$ cat src/rtl/branch_resolve_ctrl.sv
// EX-stage conditional branch resolution: operand-wait stall, condition evaluation,
// PC redirect with front-end flush, and saturating branch statistics.
module branch_resolve_ctrl #(
  parameter int unsigned DATA_BITS    = 32,
  parameter int unsigned FLUSH_CYCLES = 2,
  parameter int unsigned MAX_WAIT     = 15,
  parameter int unsigned CNT_W        = 16
) (
  input  logic                 clk,
  input  logic                 rst_n,
  input  logic                 br_valid,
  input  logic [2:0]           br_op,
  input  logic                 operand_ready,
  input  logic [DATA_BITS-1:0] rs_val,
  input  logic [DATA_BITS-1:0] rt_val,
  input  logic [DATA_BITS-1:0] br_target,
  output logic                 br_accept,
  output logic                 stall_front,
  output logic                 pc_sel,
  output logic [DATA_BITS-1:0] pc_target,
  output logic                 flush_ifid,
  output logic                 flush_idex,
  output logic                 hazard_timeout,
  output logic                 illegal_op,
  output logic [CNT_W-1:0]     br_total,
  output logic [CNT_W-1:0]     br_taken
);

  localparam int unsigned WAIT_W     = 8;
  localparam int unsigned FLUSH_W    = 3;
  localparam int unsigned LAST_FLUSH = (FLUSH_CYCLES > 1) ? FLUSH_CYCLES - 2 : 0;

  typedef enum logic [1:0] {
    ST_IDLE     = 2'd0,
    ST_WAIT     = 2'd1,
    ST_REDIRECT = 2'd2,
    ST_FLUSH    = 2'd3
  } state_t;

  state_t              state;
  state_t              state_nxt;
  logic [WAIT_W-1:0]   wait_cnt;
  logic [FLUSH_W-1:0]  flush_cnt;
  logic                accept_c;
  logic                stall_c;
  logic                taken_c;
  logic                illegal_c;
  logic                rs_neg;
  logic                rs_zero;

  // Branch condition on a signed rs, evaluated every cycle against the held operands
  always_comb begin
    rs_neg    = rs_val[DATA_BITS-1];
    rs_zero   = (rs_val == '0);
    illegal_c = 1'b0;
    taken_c   = 1'b0;
    case (br_op)
      3'd1:    taken_c = (rs_val == rt_val);
      3'd2:    taken_c = (rs_val != rt_val);
      3'd3:    taken_c = rs_neg;
      3'd4:    taken_c = !rs_neg && !rs_zero;
      3'd5:    taken_c = rs_neg || rs_zero;
      3'd6:    taken_c = !rs_neg;
      default: illegal_c = 1'b1;
    endcase
  end

  // Next-state and combinational handshake outputs
  always_comb begin
    state_nxt = state;
    accept_c  = 1'b0;
    stall_c   = 1'b0;
    case (state)
      ST_IDLE: begin
        if (br_valid) begin
          if (operand_ready) begin
            accept_c = 1'b1;
            if (taken_c) state_nxt = ST_REDIRECT;
          end else begin
            stall_c   = 1'b1;
            state_nxt = ST_WAIT;
          end
        end
      end
      ST_WAIT: begin
        stall_c = 1'b1;
        if (br_valid && operand_ready) begin
          accept_c  = 1'b1;
          state_nxt = taken_c ? ST_REDIRECT : ST_IDLE;
        end
      end
      ST_REDIRECT: state_nxt = (FLUSH_CYCLES > 1) ? ST_FLUSH : ST_IDLE;
      ST_FLUSH: begin
        if (flush_cnt >= FLUSH_W'(LAST_FLUSH)) state_nxt = ST_IDLE;
      end
      default: state_nxt = ST_IDLE;
    endcase
  end

  assign br_accept   = accept_c;
  assign stall_front = stall_c;

  // State, redirect/flush outputs, wait/flush counters, statistics and sticky flags
  always_ff @(posedge clk or negedge rst_n) begin
    if (!rst_n) begin
      state          <= ST_IDLE;
      pc_sel         <= 1'b0;
      flush_ifid     <= 1'b0;
      flush_idex     <= 1'b0;
      pc_target      <= '0;
      wait_cnt       <= '0;
      flush_cnt      <= '0;
      hazard_timeout <= 1'b0;
      illegal_op     <= 1'b0;
      br_total       <= '0;
      br_taken       <= '0;
    end else begin
      state      <= state_nxt;
      pc_sel     <= (state_nxt == ST_REDIRECT);
      flush_ifid <= (state_nxt == ST_REDIRECT) || (state_nxt == ST_FLUSH);
      flush_idex <= (state_nxt == ST_REDIRECT) || (state_nxt == ST_FLUSH);

      if (state == ST_IDLE && br_valid && !operand_ready) begin
        wait_cnt <= '0;
      end else if (state == ST_WAIT) begin
        if (wait_cnt != '1) wait_cnt <= wait_cnt + 1'b1;
        if (wait_cnt >= WAIT_W'(MAX_WAIT - 1)) hazard_timeout <= 1'b1;
      end

      if (state == ST_REDIRECT) flush_cnt <= '0;
      else if (state == ST_FLUSH) flush_cnt <= flush_cnt + 1'b1;

      if (accept_c) begin
        pc_target <= br_target;
        if (br_total != '1) br_total <= br_total + 1'b1;
        if (taken_c && br_taken != '1) br_taken <= br_taken + 1'b1;
        if (illegal_c) illegal_op <= 1'b1;
      end
    end
  end

endmodule

$ cat config.mk
export PLATFORM = sky130hd
export DESIGN_NAME = branch_resolve_ctrl
export DESIGN_NICKNAME = d
export VERILOG_FILES = /design/src/rtl/branch_resolve_ctrl.sv
export SDC_FILE = /design/constraint.sdc
export NUM_CORES = 1
export LEC_CHECK = 0
export BUFFER_PORTS_ARGS = -buffer_cell sky130_fd_sc_hd__buf_2
export CAP_MARGIN = 20
export CORE_AREA = 5 5 104 106
export CTS_BUF_LIST = sky130_fd_sc_hd__clkbuf_4
export DETAILED_ROUTE_END_ITERATION = 7
export DIE_AREA = 0 0 109 111
export GPL_ROUTABILITY_DRIVEN = 0
export PLACE_DENSITY = 0.7
export REMOVE_ABC_BUFFERS = 1
export SKIP_LAST_GASP = 1
export SLEW_MARGIN = 30
export SYNTH_ARGS = -nofsm -noshare
export SYNTH_HDL_FRONTEND = slang
export SYNTH_SLANG_ARGS = --single-unit
$ cat constraint.sdc
create_clock -name clk -period 2.3 [get_ports clk]
set_clock_uncertainty 0.2 [all_clocks]
set_input_delay 0.345 -clock clk [delete_from_list [all_inputs] [get_ports clk]]
set_output_delay 0.345 -clock clk [all_outputs]
set_load 0.01 [all_outputs]
* Word level (Yosys, flattened, before mapping)
Index checks and enable logic that the tools add are counted. W data, S select, Z words.
Cells by class: add/subtract/negate cells 4, magnitude comparators 2, equality and inequality tests 16, mux-type cells 20, bitwise gates (word level) 2, reduce and logical (&&, ||, !) cells 21
Operators with widths (count):
- $add A16 B1 Y16 const B | 2
- $eq A32 B32 Y1 | 1
- $logic_not A32 Y1 | 1
- $ne A16 B16 Y1 const B | 2
- $ne A32 B32 Y1 | 1
- $mux W8 | 3
- $mux W2 | 6
- $eq A3 B3 Y1 const B | 3
- $add A8 B1 Y8 const B | 1
- $eq A2 B2 Y1 const B | 4
- $ge A8 B4 Y1 const B | 1
- $ne A8 B8 Y1 const B | 1
- $pmux W2 S4 | 1
- $reduce_and A2 Y1 | 4
- $eq A3 B2 Y1 const B | 2
- $mux W3 | 2
- $pmux W1 S6 | 1
- $reduce_bool A2 Y1 | 3
- $reduce_or A6 Y1 | 1
- $logic_and A1 B1 Y1 | 5
- $mux W1 | 5
- $pmux W1 S2 | 2
- $add A3 B1 Y3 const B | 1
- $eq A3 B1 Y1 const B | 1
- other kinds (7) | 11
Storage, ports and cells: flip-flop bits (word level) 81, output and inout port bits 71, logic and storage cells 75

* Longest topological paths before layout
Gate-level depths: netlist of run 1.
word-level depth 10, gate-level depth with buffers 9, gate-level depth less buffers 8

* Worst setup path before layout of run 1
OpenSTA, ideal clock, no wires.
path kind reg-to-reg, start reg br_taken[0], end reg br_taken[1], library setup time 0.125 ns, data arrival time 1.900 ns, path slack 0.075 ns, cell stages (with the launch flop) 8, clock period less this slack 2.225 ns, cells stage by stage dfrtp_1 ha_1 and3_1 and4_1 and3_2 nor2_4 and2_4 mux2_4
Between the ends: word-level cells in the longest chain between the ends 3, elaborated cells between the ends (all ways) 4, classes of those cells add/sub: 1; eq/ne: 1; reduce/logical: 2
RTL lines:
- from (decl) | line 26 | output logic [CNT_W-1:0] br_taken
- from (signal assigned) | line 136 | if (taken_c && br_taken != '1) br_taken <= br_taken + 1'b1;
- parallel branches: the longest is 3 deep, another holds $add A16 B1 Y16
Several ways; the timed one is not identified. A chain may end at the register's enable or synchronous reset.

* Worst setup path in the final report of run 1
start reg wait_cnt[0], end reg wait_cnt[5]
Between the ends: word-level cells in the longest chain between the ends 4, elaborated cells between the ends (all ways) 7, classes of those cells add/sub: 1; eq/ne: 1; mux: 3; reduce/logical: 2
RTL lines:
- from (decl) | line 42 | logic [WAIT_W-1:0] wait_cnt;
- from (signal assigned) | line 126 | if (wait_cnt != '1) wait_cnt <= wait_cnt + 1'b1;
- $add A8 B1 Y8 | line 126
- $mux W8 | line 126
- $mux W8 | line 125 | end else if (state == ST_WAIT) begin
- $mux W8 | line 123 | if (state == ST_IDLE && br_valid && !operand_ready) begin
Several ways; a longest one is shown, not always the timed one. The select of a mux whose other input is x is not followed.

==> results.sh, run 1 <==
export IMPL_outcome="finished, final reports clean"
export IMPL_gr_usage_met3_pct=5.18
export IMPL_static_leakage_power_nw=2.88
export IMPL_number_of_antenna_violations_at_the_first_check_in_global_routing=1
export IMPL_min_delay_start="br_valid"
export IMPL_initial_utilization_pct=39.5
export IMPL_instances_no_fill=762
export IMPL_core_rows=36
export IMPL_crit_path_end_kind="register"
export IMPL_worst_ep_required_time_ps=2460
export IMPL_cpMaxStageDelayCell="sky130_fd_sc_hd__dfrtp_1"
export IMPL_synth_most_common_cell="sky130_fd_sc_hd__nand2_1"
export IMPL_area_growth_syn_to_layout_pct=45.1
export IMPL_place_hpwl_mm=8.68
export IMPL_clock_tree_htree_level_count=3
export IMPL_critPathLaunchType="register"
export IMPL_asyncSetResetFlopFracSynth_pct=100
export IMPL_cp_arrival_ps=2340
export IMPL_drive_gt1_share_pct=37.9
export IMPL_number_of_global_route_vias_before_repair=3965
export IMPL_post_synth_inst_count=387
export IMPL_max_slew_margin_pct=70.2
export IMPL_syn_avg_cell_area_sq_um=9.88
export IMPL_clk_pin_slew_worst_paths_ps=130
export IMPL_powerDensity_nw_per_um2=710
export IMPL_wire_length_of_the_first_global_routing_pass_mm=18.1
export IMPL_synth_sequential_area_ratio_pct=50.4
export IMPL_io_buffers=173
export IMPL_min_path_type="in2reg"
export IMPL_clock_tree_buffer_depth=2
export IMPL_worst_r2r_endpoint="wait_cnt[5]"
export IMPL_num_nets_final=730
export IMPL_ir_drop_v=0.000301
export IMPL_synth_xor_xnor_area_share_pct=15.3
export IMPL_worst_r2r_path_depth=7
export IMPL_syn_area_sq_um=3820
export IMPL_wirelength_mm=11.5
export IMPL_post_synth_mux_area_share_pct=0.687
export IMPL_fp_dieArea_sq_um=12100
export IMPL_final_setup_viol_count=0
export IMPL_dominant_combinational_cell_family_by_area_after_synthesis="simple AND/OR/NAND/NOR gates"
export IMPL_compound_cell_area_share_of_the_yosys_netlist_pct=2.85
export IMPL_synth_edff_count=0
export IMPL_yosysTopAreaCellShare_pct=50.4
export IMPL_cts_root_buf="sky130_fd_sc_hd__clkbuf_4"
export IMPL_grt_use_total_pct=19.0
export IMPL_synth_lib_cells_used_distinct=42
export IMPL_hold_violations=0
export IMPL_insertion_delay_ps=420
export IMPL_final_antenna_net_count=0
export IMPL_cts_sink_count=77
export IMPL_cts_tree="done"
export IMPL_drt_initial_drc_count=155
export IMPL_r2r_start="wait_cnt[0]"
export IMPL_grtUsageMet1_pct=20.7
export IMPL_global_route_met2_usage_pct=32.5
export IMPL_grt_max_degree=46
export IMPL_synth_warning_count=0
export IMPL_maximum_frequency_from_static_timing_analysis_ghz=0.459
export IMPL_synthesized_area_fraction_occupied_by_and_or_nand_nor_cells_pct=28.0
export IMPL_post_synthesis_share_of_cell_area_spent_on_full_adders_half_adders_and_majority_gates_pct=1.31
export IMPL_floorplan_die_height_microns=111
export IMPL_numPlacedInstances=707
export IMPL_total_overflow_reported_by_the_global_router=0
export IMPL_yosys_register_bits=77
export IMPL_timing_final_ws_setup_ps=122
export IMPL_routed_via_count=3740
export IMPL_drtPass1Iterations=4
export IMPL_min_path_cells=4
export IMPL_drt_vias_per_instance=4.91
export IMPL_io_pins=174
export IMPL_ys_top_cells_by_count="sky130_fd_sc_hd__nand2_1, sky130_fd_sc_hd__dfrtp_1, sky130_fd_sc_hd__xnor2_1"
export IMPL_fin_setup_tns_ps=0
export IMPL_path_cells="ha_1, and4_1, a41oi_2, or2_2, nand4_1, or3_1, a21oi_1"
export IMPL_numCtsBuffers=9
export IMPL_synth_ff_type="sky130_fd_sc_hd__dfrtp_1"
export IMPL_critical_path_max_stage_delay_ps=400
export IMPL_synth_top_cell_by_area="sky130_fd_sc_hd__dfrtp_1"
export IMPL_fp_coreArea_sq_um=9680
export IMPL_timing_worst_slew_pin_value_ps=443
export IMPL_maxCapViolations=0
export IMPL_drc=0
export IMPL_fin_crit_ps=2180
export IMPL_worst_setup_path_type="reg2reg"
export IMPL_drt_wirelength_per_cell_microns=15.1
export IMPL_synth_top_cells_by_area="sky130_fd_sc_hd__dfrtp_1, sky130_fd_sc_hd__xnor2_1, sky130_fd_sc_hd__nand2_1"
export IMPL_finalMaxSlewViolations=0
export IMPL_min_period_over_period_pct=94.7
export IMPL_hold_path_endpoint="state[0]"
export IMPL_timing_critical_path_fanout_max=4
export IMPL_die_w_microns=109
export IMPL_grt_most_used_layer="met2"
export IMPL_timing_reg2reg_setup_slack_ps=120
export IMPL_dpl_worst_slack_ps=-206
## per-layer routing
metal / vias up / share of wire (%)
met5: - / 0
met4: 0 / 4.9
met3: 45 / 7.1
met2: 178 / 51
met1: 1736 / 37
li1: 1781 / -
## worst max-delay path: cells and delay by family (launching register included)
family                   cells  cell delay [ps]
AO/OA/AOI/OAI                2              350
AND/OR/NAND/NOR              4              940
flip-flops                   1              400
adder cells (fa/ha/maj)      1              230
## placed cells by master, fill, tap and decap left out, types with 2 or more instances in the layout
cell                            instances
sky130_fd_sc_hd__buf_2                172
sky130_fd_sc_hd__nand2_1              111
sky130_fd_sc_hd__dfrtp_1               76
sky130_fd_sc_hd__xnor2_1               55
sky130_fd_sc_hd__dlygate4sd3_1         33
sky130_fd_sc_hd__buf_4                 26
sky130_fd_sc_hd__nand4_1               17
sky130_fd_sc_hd__nor2_1                15
sky130_fd_sc_hd__and3_1                15
sky130_fd_sc_hd__nand3_1               14
sky130_fd_sc_hd__xor2_1                12
sky130_fd_sc_hd__clkbuf_4               9
sky130_fd_sc_hd__nor4_1                 7
sky130_fd_sc_hd__and4_1                 5
sky130_fd_sc_hd__nor4_2                 4
sky130_fd_sc_hd__o21ai_0                4
sky130_fd_sc_hd__a21oi_1                4
sky130_fd_sc_hd__ha_1                   4
sky130_fd_sc_hd__nand2b_1               3
sky130_fd_sc_hd__or2_2                  3
sky130_fd_sc_hd__nand3b_1               2
sky130_fd_sc_hd__inv_1                  2
sky130_fd_sc_hd__nor3_2                 2
sky130_fd_sc_hd__or3_1                  2
sky130_fd_sc_hd__inv_6                  2
sky130_fd_sc_hd__buf_12                 2
## how the worst max path moves through the flow
stage                             end   startpoint  cells past startpoint
after floorplan           br_taken[1]   flush_idex                      5
final                     wait_cnt[5]  wait_cnt[0]                      7
after global placement    br_taken[1]    rs_val[3]                      8
after detailed placement  br_taken[1]    rs_val[6]                      8
after global routing        br_accept   flush_idex                      5
after CTS                   br_accept   flush_idex                      5
## cells by family after synthesis
group | count (synthesis)
compound gates | 14
simple gates | 211
xor+xnor | 67
mux | 2
buf+inv | 12
fa+ha+maj | 4
flops | 77
## flip-flops by register name (all words and copies together) (netlist names)
| signal | flops |
|---|---|
| hazard_timeout | 1 |
| pc_target | 32 |
| state | 1 |
| br_total | 16 |
| flush_idex | 1 |
| br_taken | 16 |
| wait_cnt | 8 |
| illegal_op | 1 |
| pc_sel | 1 |
## cell type report
| class | instances | area (sq um) |
|---|---|---|
| Timing Repair Buffer | 234 | 1440 |
| Clock inverter | 7 | 72.6 |
| Fill cell | 860 | 4140 |
| Tap cell | 133 | 166 |
| Clock buffer | 9 | 67.6 |
| Multi-Input combinational cell | 298 | 1860 |
| Sequential cell | 77 | 1930 |
| Inverter | 3 | 13.8 |
| Antenna cell | 1 | 2.50 |
## stage by stage
step	hold WS, ps	util, %	instance area (sq um)	total power [mW]
2_1_floorplan	-151	-	3780	2.42
3_3_place_gp	116	51.8	5010	3.01
3_5_place_dp	117	51.8	5010	3.06
4_1_cts	10.3	56.8	5500	3.96
5_1_grt	40.7	57.3	5550	4.19
6_report	33.6	57.3	5550	3.94
## power breakdown
| part | total [mW] | switching (mW) | internal, mW | leakage (nW) |
|---|---|---|---|---|
| Combinational | 1.27 | 0.652 | 0.618 | 1.82 |
| Sequential | 1.83 | 0.215 | 1.62 | 0.988 |
| Clock | 0.841 | 0.505 | 0.335 | 0.0744 |
| Total | 3.94 | 1.37 | 2.57 | 2.88 |
## what timing repair did
| action | CTS | global route |
|---|---|---|
| setup buffers | 1 | 4 |
| setup endpoints to repair | 1 | 14 |
| gates resized for setup | 3 | 5 |
| hold endpoints to repair | 64 | 0 |
| pin swaps | 0 | 4 |
| cloned | 0 | 0 |
| hold buffers | 33 | 0 |
(Power assumes the default switching activity.)
==> run 2: changes to the inputs <==
- HOLD_SLACK_MARGIN: not set -> 0.06
==> results.sh, run 2 (synthesis gave the netlist of run 1 again) <==
export IMPL_drtPass1Iterations=4
export IMPL_number_of_global_route_vias_before_repair=3978
export IMPL_pwr_share_comb_pct=32.2
export IMPL_drt_wirelength_per_cell_microns=15.1
export IMPL_outcome="finished, final reports clean"
export IMPL_clock_tree_buffer_depth=2
export IMPL_area_growth_syn_to_layout_pct=45.6
export IMPL_io_pins=174
export IMPL_critPathLaunchType="register"
export IMPL_maxCapViolations=0
export IMPL_total_overflow_reported_by_the_global_router=0
export IMPL_cts_root_buf="sky130_fd_sc_hd__clkbuf_4"
export IMPL_clk_pin_slew_worst_paths_ps=130
export IMPL_seq_power_share_pct=46.4
export IMPL_grt_use_total_pct=19.0
export IMPL_reg_top3="pc_target (32), br_taken (16), br_total (16)"
export IMPL_powerDensity_nw_per_um2=708
export IMPL_top_layer_reached_by_signal_wires="met4"
export IMPL_met1_length_mm=4.23
export IMPL_timing_critical_path_fanout_max=29
export IMPL_number_of_antenna_violations_at_the_first_check_in_global_routing=1
export IMPL_critPathLaunch="flush_idex"
export IMPL_hold_violations=0
export IMPL_power_net_switching_mw=1.37
export IMPL_drt_initial_drc_count=146
export IMPL_routed_wl_met2_mm=5.89
export IMPL_min_path_type="in2async"
export IMPL_wirelength_mm=11.5
export IMPL_crit_path_end_kind="output pin"
export IMPL_layout_commonest_cell="sky130_fd_sc_hd__buf_2"
export IMPL_top_register="pc_target"
export IMPL_wire_length_of_the_first_global_routing_pass_mm=18.2
export IMPL_drt_vias_per_instance=4.91
export IMPL_io_buffers=173
export IMPL_max_slew_margin_pct=70.2
export IMPL_mostFrequentLayoutCells="sky130_fd_sc_hd__buf_2, sky130_fd_sc_hd__nand2_1, sky130_fd_sc_hd__dfrtp_1"
export IMPL_fin_hold_ws_ps=180
export IMPL_worst_ep_required_time_ps=1750
export IMPL_instances_no_fill=764
export IMPL_path_cells="nand3b_1, buf_12, buf_8, inv_4, buf_2"
export IMPL_routed_via_count=3750
export IMPL_maximum_frequency_from_static_timing_analysis_ghz=0.459
export IMPL_die_w_microns=109
export IMPL_final_antenna_net_count=0
export IMPL_drc=0
export IMPL_fp_coreArea_sq_um=9680
export IMPL_insertion_delay_ps=420
export IMPL_min_period_over_period_pct=94.8
export IMPL_switching_share_of_power_pct=34.8
export IMPL_drive_gt1_share_pct=37.8
export IMPL_timing_worst_slew_pin_value_ps=443
export IMPL_r2r_start="wait_cnt[0]"
export IMPL_largest_reg_flops=32
export IMPL_fin_crit_ps=2180
export IMPL_ir_drop_v=0.000301
export IMPL_place_hpwl_mm=8.68
export IMPL_final_setup_viol_count=0
export IMPL_internal_power_mw=2.57
export IMPL_p_clk_share_pct=21.3
export IMPL_clock_tree_htree_level_count=3
export IMPL_cts_sink_count=77
export IMPL_finalMaxSlewViolations=0
export IMPL_critical_path_max_stage_delay_ps=450
export IMPL_cpMaxStageDelayCell="sky130_fd_sc_hd__dfrtp_2"
export IMPL_grt_max_degree=46
export IMPL_core_rows=36
export IMPL_floorplan_die_height_microns=111
export IMPL_num_nets_final=732
export IMPL_initial_utilization_pct=39.5
export IMPL_fp_dieArea_sq_um=12100
export IMPL_numPlacedInstances=707
export IMPL_cts_tree="done"
export IMPL_static_leakage_power_nw=2.89
export IMPL_numCtsBuffers=9
export IMPL_cp_arrival_ps=1630
export IMPL_totalPowerFinal_mw=3.94
export IMPL_metal3_wl_microns=827
export IMPL_worst_setup_path_type="reg2out"
## run 2: changes by cell type in the layout (fill, tap and decap cells not counted), sizes merged
cell	before	now
dlygate4sd3	33	35
## run 2: repair_timing
| item | CTS | global route |
|---|---|---|
| hold endpoints to repair | 110 | 0 |
| endpoints found under the setup margin | 1 | 14 |
| setup buffers | 1 | 4 |
| hold buffers | 35 | 0 |
| pin swaps | 0 | 4 |
| resized for setup | 3 | 5 |
## run 2: power by group through the flow
stage                     logic (mW)  registers (mW)  clock network (mW)
after CTS                       1.27            1.83               0.870
after floorplan                0.475            1.95                   0
final                           1.27            1.83               0.842
after global placement          1.17            1.84                   0
after global routing            1.41            1.86               0.921
after detailed placement        1.21            1.85                   0
## run 2: final cells by class
| class | instances | area, sq um |
|---|---|---|
| inverters | 3 | 13.8 |
| multi-input cells | 298 | 1860 |
| well taps | 133 | 166 |
| diodes | 1 | 2.50 |
| flip-flops and latches | 77 | 1930 |
| repair buffers | 236 | 1460 |
| clock inverters | 7 | 72.6 |
| clock buffers | 9 | 67.6 |
| fillers | 857 | 4120 |
## run 2: path summary, 6_finish.rpt
check	slack, ps	cells after the start	end
setup / recovery	120	5	br_accept
hold / removal	180	2	wait_cnt[7]
setup reg to reg	120	7	wait_cnt[5]
hold reg to reg	280	2	pc_target[10]
max in group asynchronous	1130	3	pc_target[10]
min in group clk	200	4	wait_cnt[6]
## run 2: per-stage QoR
stage / TNS (ps) / cell area [sq um] / setup slack, ps / util [%]
finish: 0 / 5570 / 120 / 57.5
global route: -2.63 / 5570 / -2.63 / 57.5
CTS: 0 / 5520 / 47.4 / 57.0
detailed placement: -1940 / 5010 / -206 / 51.8
global placement: -740 / 5010 / -142 / 51.8
floorplan: -19710 / 3780 / -606 / -
## run 2: layer usage
layer	global-route usage [%]	vias to the layer above
li1	-	1785
met1	20.7	1741
met4	10.7	0
met5	0	-
met3	5.18	43
met2	32.7	181
## run 2: critical path: cells and delay by family, from the launching register on
| kind | cells | cell delay [ps] |
|---|---|---|
| and+or+nand+nor | 1 | 200 |
| DFF | 1 | 450 |
| buffers and inverters | 4 | 550 |
==> run 3: changes to the inputs <==
- CORE_AREA: 5 5 104 106 -> 2 2 101 103
- DIE_AREA: 0 0 109 111 -> 0 0 103 105
- PLACE_DENSITY: 0.7 -> not set
- PLACE_DENSITY_LB_ADDON: not set -> 0.25
- SLEW_MARGIN: 30 -> 15
==> results.sh, run 3 (synthesis gave the netlist of run 1 again) <==
export IMPL_cp_arrival_ps=2370
export IMPL_r2r_start="wait_cnt[0]"
export IMPL_max_slew_margin_pct=70.3
export IMPL_critPathLaunchType="register"
export IMPL_wire_length_of_the_first_global_routing_pass_mm=17.6
export IMPL_clock_tree_buffer_depth=2
export IMPL_fin_crit_ps=2220
export IMPL_grt_max_degree=46
export IMPL_timing_reg2reg_setup_slack_ps=80
export IMPL_num_nets_final=733
export IMPL_ir_drop_v=0.000365
export IMPL_powerDensity_nw_per_um2=697
export IMPL_total_overflow_reported_by_the_global_router=0
export IMPL_cts_tree="done"
export IMPL_placed_cell_area_sq_um=5030
export IMPL_min_period_over_period_pct=96.7
export IMPL_drt_wirelength_per_cell_microns=14.0
export IMPL_drive_gt1_share_pct=37.7
export IMPL_number_of_antenna_violations_at_the_first_check_in_global_routing=0
export IMPL_core_rows=36
export IMPL_layout_commonest_cell="sky130_fd_sc_hd__buf_2"
export IMPL_routed_via_count=3651
export IMPL_fp_dieArea_sq_um=10800
export IMPL_drtPass1Iterations=4
export IMPL_static_leakage_power_nw=2.88
export IMPL_maxCapViolations=0
export IMPL_initial_utilization_pct=39.7
export IMPL_die_w_microns=103
export IMPL_cts_root_buf="sky130_fd_sc_hd__clkbuf_4"
export IMPL_final_antenna_net_count=0
export IMPL_outcome="finished, final reports clean"
export IMPL_mostFrequentLayoutCells="sky130_fd_sc_hd__buf_2, sky130_fd_sc_hd__nand2_1, sky130_fd_sc_hd__dfrtp_1"
export IMPL_insertion_delay_ps=420
export IMPL_worst_r2r_path_depth=7
export IMPL_drc=0
export IMPL_clk_pin_slew_worst_paths_ps=120
export IMPL_cts_sink_count=77
export IMPL_crit_path_end_kind="register"
export IMPL_worstSetupEndpoint="wait_cnt[5]"
export IMPL_area_growth_syn_to_layout_pct=45.3
export IMPL_place_hpwl_mm=8.00
export IMPL_insertedDiodeCount=0
export IMPL_drt_vias_per_instance=4.78
export IMPL_floorplan_die_height_microns=105
export IMPL_io_pins=174
export IMPL_finalMaxSlewViolations=0
export IMPL_totalPowerFinal_mw=3.87
export IMPL_fp_coreArea_sq_um=9640
export IMPL_wirelength_mm=10.7
export IMPL_drt_initial_drc_count=146
export IMPL_top_register="pc_target"
export IMPL_io_buffers=173
export IMPL_fillCellCount=921
export IMPL_final_setup_viol_count=0
export IMPL_numCtsBuffers=9
export IMPL_clock_tree_htree_level_count=3
export IMPL_worst_setup_path_type="reg2reg"
export IMPL_worst_r2r_endpoint="wait_cnt[5]"
export IMPL_timing_worst_slew_pin_value_ps=441
export IMPL_final_area_sq_um=5550
export IMPL_maximum_frequency_from_static_timing_analysis_ghz=0.450
export IMPL_number_of_global_route_vias_before_repair=3633
export IMPL_timing_critical_path_fanout_max=4
export IMPL_largest_reg_flops=32
export IMPL_min_path_type="in2reg"
export IMPL_worst_ep_required_time_ps=2450
export IMPL_critPathLaunch="wait_cnt[0]"
export IMPL_grt_use_total_pct=20.8
export IMPL_hold_violations=0
export IMPL_reg_top3="pc_target (32), br_taken (16), br_total (16)"
==> run 3: through the flow <==
stage | setup TNS [ps] | worst slack (ps) | hold slack [ps] | util [%] | std cells
floorplan | -19710 | -606 | -151 | - | 378
global placement | -495 | -129 | 121 | 52.2 | 711
detailed placement | -1260 | -167 | 125 | 52.2 | 711
CTS | 0 | 48.9 | 171 | 57.2 | 762
global route | -24.3 | -24.3 | 139 | 57.6 | 764
finish | 0 | 76.4 | 160 | 57.6 | 764
==> run 3: worst min-delay path by stage <==
stage,startpoint,endpoint,slack [ps],cells after the start
after floorplan,rst_n,br_taken[0],-150,0
after global placement,rst_n,wait_cnt[7],120,1
after detailed placement,rst_n,wait_cnt[7],130,1
after CTS,operand_ready,wait_cnt[2],170,4
after global routing,operand_ready,wait_cnt[2],140,4
final,operand_ready,wait_cnt[2],160,4
==> run 3: report_power, final <==
group,switching (mW),leakage (nW),internal [mW]
logic,0.632,1.83,0.605
registers,0.218,0.988,1.62
clock network,0.477,0.0670,0.324
total,1.33,2.88,2.55
==> run 3: worst max-delay path: stages (launching register included) <==
cell	delay, ps
sky130_fd_sc_hd__dfrtp_1	400
sky130_fd_sc_hd__ha_1	230
sky130_fd_sc_hd__and4_1	240
sky130_fd_sc_hd__a41oi_2	230
sky130_fd_sc_hd__or2_2	150
sky130_fd_sc_hd__nand4_1	190
sky130_fd_sc_hd__or3_1	390
sky130_fd_sc_hd__a21oi_1	140
==> run 3: metal layers <==
layer  share of wire [%]  GRT usage, %  vias to the layer above
met1                  39          25.1                     1722
li1                    -             -                     1784
met5                   0             0                        -
met2                  52          35.2                      123
met4                 2.6          7.42                        0
met3                 5.7          5.28                       22
==> run 3: timing repair <==
action | 4_1_cts | 5_1_grt
endpoints found under the setup margin | 0 | 7
hold endpoints to repair | 100 | 0
buffers inserted | 0 | 2
hold buffers | 35 | 0
resized for setup | 0 | 7
==> run 3: area by class of cell <==
type | instances | area, sq um | share of cell area, %
clock buffer | 9 | 67.6 | 1.22
clock inverter | 7 | 66.3 | 1.19
inverter | 3 | 11.3 | 0.203
multi-input combinational | 298 | 1860 | 33.5
sequential | 77 | 1930 | 34.7
tap | 133 | 166 | 3.00
timing repair buffer | 237 | 1460 | 26.2
